`config.mk`:
```
export PLATFORM = sky130hd
export DESIGN_NAME = video_core_fifo
export DESIGN_NICKNAME = d
export VERILOG_FILES = /design/src/rtl/video_core_fifo.sv
export SDC_FILE = /design/constraint.sdc
export NUM_CORES = 1
export LEC_CHECK = 0
export ABC_AREA = 1
export BUFFER_PORTS_ARGS = -buffer_cell sky130_fd_sc_hd__buf_2
export CORE_MARGIN = 5
export CORE_UTILIZATION = 35
export DETAILED_ROUTE_END_ITERATION = 10
export PLACE_DENSITY = 0.46
export SLEW_MARGIN = 20
export SYNTH_ARGS = -nofsm -noshare
export SYNTH_HDL_FRONTEND = slang
export SYNTH_SLANG_ARGS = --single-unit
```
`constraint.sdc`:
```
create_clock -name clk -period 3.2 [get_ports clk]
set_clock_uncertainty 0.15 [all_clocks]
set_input_delay 0.96 -clock clk [delete_from_list [all_inputs] [get_ports clk]]
set_output_delay 0.96 -clock clk [all_outputs]
set_load 0.02 [all_outputs]
```
`src/rtl/video_core_fifo.sv`:
```
// Elastic first-word-fall-through FIFO carrying {frame control, rgb} pixel words.
// Optional underrun monitor enabled by defining VIDEO_FIFO_UNDERRUN_EN.
module video_core_fifo #(
  parameter int unsigned RGB_SIZE    = 12,
  parameter int unsigned DEPTH       = 16,
  parameter int unsigned AFULL_LEVEL = 12,
  parameter type         vga_fc_t    = logic [4:0]
) (
  input  logic                       clk,
  input  logic                       rst,
  input  logic                       pipe_in_vld,
  output logic                       pipe_in_rdy,
  input  vga_fc_t                    pipe_in_fc,
  input  logic [RGB_SIZE-1:0]        pipe_in_rgb,
  input  logic                       pipe_out_rdy,
  output logic                       pipe_out_vld,
  output vga_fc_t                    pipe_out_fc,
  output logic [RGB_SIZE-1:0]        pipe_out_rgb,
  output logic [$clog2(DEPTH):0]     fifo_level,
  output logic                       fifo_afull
`ifdef VIDEO_FIFO_UNDERRUN_EN
  ,
  output logic [15:0]                underrun_cnt,
  output logic                       underrun_flag
`endif
);

  localparam int unsigned AW = $clog2(DEPTH);
  localparam int unsigned LW = AW + 1;

  vga_fc_t             fc_mem  [DEPTH];
  logic [RGB_SIZE-1:0] rgb_mem [DEPTH];

  logic [AW-1:0] wr_ptr_q, wr_ptr_d;
  logic [AW-1:0] rd_ptr_q, rd_ptr_d;
  logic [LW-1:0] level_q, level_d;
  logic          afull_q, afull_d;
  logic          push, pop;

  // Handshakes depend only on registered level, so no rdy path crosses the FIFO.
  assign pipe_in_rdy  = (level_q != LW'(DEPTH));
  assign pipe_out_vld = (level_q != '0);
  assign push         = pipe_in_vld & pipe_in_rdy;
  assign pop          = pipe_out_vld & pipe_out_rdy;

  always_comb begin
    wr_ptr_d = wr_ptr_q;
    rd_ptr_d = rd_ptr_q;
    if (push) wr_ptr_d = wr_ptr_q + AW'(1);
    if (pop)  rd_ptr_d = rd_ptr_q + AW'(1);
    level_d = level_q + LW'(push) - LW'(pop);
    afull_d = (level_d >= LW'(AFULL_LEVEL));
  end

  always_ff @(posedge clk) begin
    if (rst) begin
      wr_ptr_q <= '0;
      rd_ptr_q <= '0;
      level_q  <= '0;
      afull_q  <= 1'b0;
    end else begin
      wr_ptr_q <= wr_ptr_d;
      rd_ptr_q <= rd_ptr_d;
      level_q  <= level_d;
      afull_q  <= afull_d;
    end
  end

  // Storage is deliberately not reset.
  always_ff @(posedge clk) begin
    if (push) begin
      fc_mem[wr_ptr_q]  <= pipe_in_fc;
      rgb_mem[wr_ptr_q] <= pipe_in_rgb;
    end
  end

  assign pipe_out_fc  = fc_mem[rd_ptr_q];
  assign pipe_out_rgb = rgb_mem[rd_ptr_q];
  assign fifo_level   = level_q;
  assign fifo_afull   = afull_q;

`ifdef VIDEO_FIFO_UNDERRUN_EN
  logic        armed_q, armed_d;
  logic [15:0] ucnt_q, ucnt_d;
  logic        uflag_q, uflag_d;
  logic        starve;

  // Starvation is only meaningful once the stream has actually started.
  assign starve = armed_q & pipe_out_rdy & ~pipe_out_vld;

  always_comb begin
    armed_d = armed_q | pop;
    ucnt_d  = ucnt_q;
    uflag_d = uflag_q;
    if (starve) begin
      uflag_d = 1'b1;
      if (ucnt_q != 16'hFFFF) ucnt_d = ucnt_q + 16'd1;
    end
  end

  always_ff @(posedge clk) begin
    if (rst) begin
      armed_q <= 1'b0;
      ucnt_q  <= '0;
      uflag_q <= 1'b0;
    end else begin
      armed_q <= armed_d;
      ucnt_q  <= ucnt_d;
      uflag_q <= uflag_d;
    end
  end

  assign underrun_cnt  = ucnt_q;
  assign underrun_flag = uflag_q;
`endif

endmodule
```
==> flow_metrics.env <==
export IMPL_grt_usage_pct=16.5
export IMPL_critPathMaxStageDelay_ns=0.35
export IMPL_synth_compound_area_share_pct=0.399
export IMPL_drtPass1Iterations=5
export IMPL_clock_sinks=290
export IMPL_slew_viol_final=0
export IMPL_design_area_um2=14800
export IMPL_yosys_area_top_type="edfxtp_1"
export IMPL_wl_met2_um=15000
export IMPL_hold_path_class="flip-flop to flip-flop"
export IMPL_cts_htree_levels=2
export IMPL_crit_path_start_kind="flip-flop"
export IMPL_met1Wirelength_um=16200
export IMPL_place_area_um2=13600
export IMPL_placed_cells=1721
export IMPL_area_growth_pct=18.2
export IMPL_drc_errors=0
export IMPL_clk_pin_slew_worst_paths_ns=0.06
export IMPL_cts_buffers=35
export IMPL_drt_iter0_drc=395
export IMPL_drv_cap=0
export IMPL_num_rows=69
export IMPL_criticalPathCategory="flip-flop to output port"
export IMPL_max_slew_margin_rel_pct=70.7
export IMPL_synth_adder_area_share_pct=1.26
export IMPL_antenna_found_initial=0
export IMPL_hold_depth=2
export IMPL_grt_overflow=0
export IMPL_postCtsHoldBufs=0
export IMPL_min_from="rd_ptr_q[2]"
export IMPL_ir_drop_mv=0.438
export IMPL_synth_top_family_by_area="simple AND/OR/NAND/NOR gates"
export IMPL_yosysTopAreaCellShare_pct=65.1
export IMPL_path_common_cell="nand3_1"
export IMPL_muxShareOfSynthArea_pct=0
export IMPL_synth_cells=1231
export IMPL_synth_area_leaders="edfxtp_1 (65%), nand2_1 (11%), nand3_1 (8.5%), inv_1 (6.8%), dfxtp_1 (2.9%)"
export IMPL_synth_nets=1264
export IMPL_slowest_stage="dfxtp_2"
export IMPL_grt_setup_unrepaired="true"
export IMPL_wl_per_cell_um=18.5
export IMPL_root_buffer="clkbuf_16"
export IMPL_outcome="completed"
export IMPL_p_leak_uw=0.00634
export IMPL_powerDensity_nw_per_um2=735
export IMPL_die_width_um=199
export IMPL_io_buffers=45
export IMPL_wirelength_um=33000
export IMPL_grt_max_degree=69
export IMPL_ff2ff_path_depth=15
export IMPL_drive_above_1_share_pct=11.8
export IMPL_dp_hpwl_um=18400
export IMPL_dieArea_um2=39700
export IMPL_r2r_end="fifo_afull"
export IMPL_die_y_um=199
export IMPL_final_cells=1787
export IMPL_grt_pass1_wl_um=49600
export IMPL_reg2reg_from="fifo_level[2]"
export IMPL_core_um2=35500
export IMPL_clock_latency_ns=0.50
export IMPL_worstPathCellList="buf_12, nand3_1, nand3_1, nand3_1, nand2_2, buf_2"
export IMPL_worst_slew_pin_slew_ns=0.439
export IMPL_routed_top_layer="met4"
export IMPL_post_route_util_pct=41.8
export IMPL_crit_arrival_ns=2.02
export IMPL_start_util_pct=35.3
export IMPL_fin_tns_setup_ns=0
export IMPL_crit_required_ns=2.09
export IMPL_yosys_area_share_simple_pct=21.1
export IMPL_n_antenna_cell=0
export IMPL_nFillCells=3446
export IMPL_cp_end_kind="output port"
export IMPL_io_pins=46
export IMPL_clockBufferDepth=3
export IMPL_place_congestion=0.789
export IMPL_met3WireLength_um=1240
export IMPL_synth_xor_area_share_pct=0.209
export IMPL_setup_violations_final=0
export IMPL_synth_seq_cells=290
export IMPL_cts_tree="done"
export IMPL_fmax_mhz=319
export IMPL_timing_reg2reg_setup_slack_ns=0.52
export IMPL_avgSynthCellArea_um2=10.2
export IMPL_fin_nets=1337
export IMPL_grt_pass1_vias=8072
export IMPL_synthesis_area_um2=12500
export IMPL_yosys_warnings=0
export IMPL_seq_area_frac_synth_pct=68.0
export IMPL_synthDistinctLibCells=20
export IMPL_post_route_period_util_pct=97.9
export IMPL_num_vias=8187
export IMPL_period_minus_slack_ns=3.13
export IMPL_ant_nets=0
export IMPL_vias_per_cell=4.58
export IMPL_worstPathMaxFanout=68
export IMPL_hold_viol=0
-- registers in the layout, summed over array words and instances (netlist names), named ones only --
name	cells
rgb_mem	192
fc_mem	80
fifo_level	5
rd_ptr_q	4
wr_ptr_q	4
fifo_afull	1
-- placed cells by master, fill, tap and decap left out, drive strengths merged --
cell / Yosys / routed
xor2: 3 / 3
nand4: 3 / 3
o21ai: 5 / 5
a21oi: 5 / 5
nand3b: 1 / 1
nand3: 213 / 213
nand2: 381 / 381
buf: 35 / 86
edfxtp: 272 / 272
ha: 11 / 11
dfxtp: 18 / 18
bufinv: 0 / 1
inv: 229 / 230
nor2: 33 / 33
fa: 1 / 1
clkbuf: 19 / 46
clkinv: 2 / 17
-- layer usage --
| metal | global-route usage, % | vias to the layer above |
|---|---|---|
| met5 | 0 | - |
| met4 | 3.85 | 0 |
| met3 | 2.07 | 43 |
| met2 | 26.1 | 161 |
| met1 | 24.3 | 3871 |
| li1 | - | 4112 |
-- cell families (layout without fill, tap and decap cells) --
logic type                 Yosys count  count (layout)
AOI/OAI and AO/OA                   10              10
xor gates and xnor gates             3               3
adders and majority gates           12              12
buffers and inverters              285             380
DFF                                290             290
and+or+nand+nor                    631             631
-- critical path: cells and delay by family, from the launching register on --
kind | cells | cell delay, ns
and+or+nand+nor | 4 | 0.60
buffers and inverters | 2 | 0.53
DFF | 1 | 0.35
-- power breakdown --
group          total, uW  internal (uW)  switching [uW]
combinational       2840            944            1900
sequential          4420           4320            93.8
clock               3640           2160            1470
-- what timing repair did --
action,in CTS,in global routing
gates resized for setup,1,18
buffers inserted,0,3
endpoints found under the setup margin,6,15
gates cloned,0,4
-- Yosys cell counts --
cell type / n
nand2_1: 381
nand3b_1: 1
buf_6: 1
clkinv_1: 2
inv_2: 2
xor2_1: 3
ha_1: 11
fa_1: 1
buf_2: 21
a21oi_1: 5
o21ai_0: 5
edfxtp_1: 272
dfxtp_1: 18
inv_1: 227
clkbuf_1: 19
nand3_1: 213
buf_1: 5
nor2_1: 33
nand4_1: 3
buf_4: 8
-- worst max-delay path by stage --
stage,from,endpoint,slack [ns],cells after the start
finish,flip-flop,pipe_out_rgb[3],0.07,6
global route,flip-flop,pipe_out_rgb[11],-0.02,9
CTS,flip-flop,pipe_out_rgb[1],0.002,9
detailed placement,pipe_out_rdy,fifo_afull,0.24,13
global placement,pipe_out_rdy,fifo_afull,0.25,13
floorplan,fifo_level[3],fifo_afull,0.40,15
-- area by class of cell --
type / instances / area [um2] / share of cell area, %
clock buffers: 42 / 945 / 6.37
clock inverters: 17 / 97.6 / 0.658
inverters: 231 / 875 / 5.90
multi-input cells: 656 / 2930 / 19.8
flip-flops and latches: 290 / 8540 / 57.6
well taps: 461 / 577 / 3.89
repair buffers: 90 / 861 / 5.81
-- metrics by stage --
stage | power [uW] | setup slack (ns) | hold WS, ns
floorplan | 6210 | 0.403 | 0.321
global placement | 7190 | 0.253 | 0.368
detailed placement | 7190 | 0.237 | 0.366
CTS | 10800 | 0.00180 | 0.380
global route | 11500 | -0.0227 | 0.400
finish | 10900 | 0.0677 | 0.380
(Power assumes the default switching activity.)
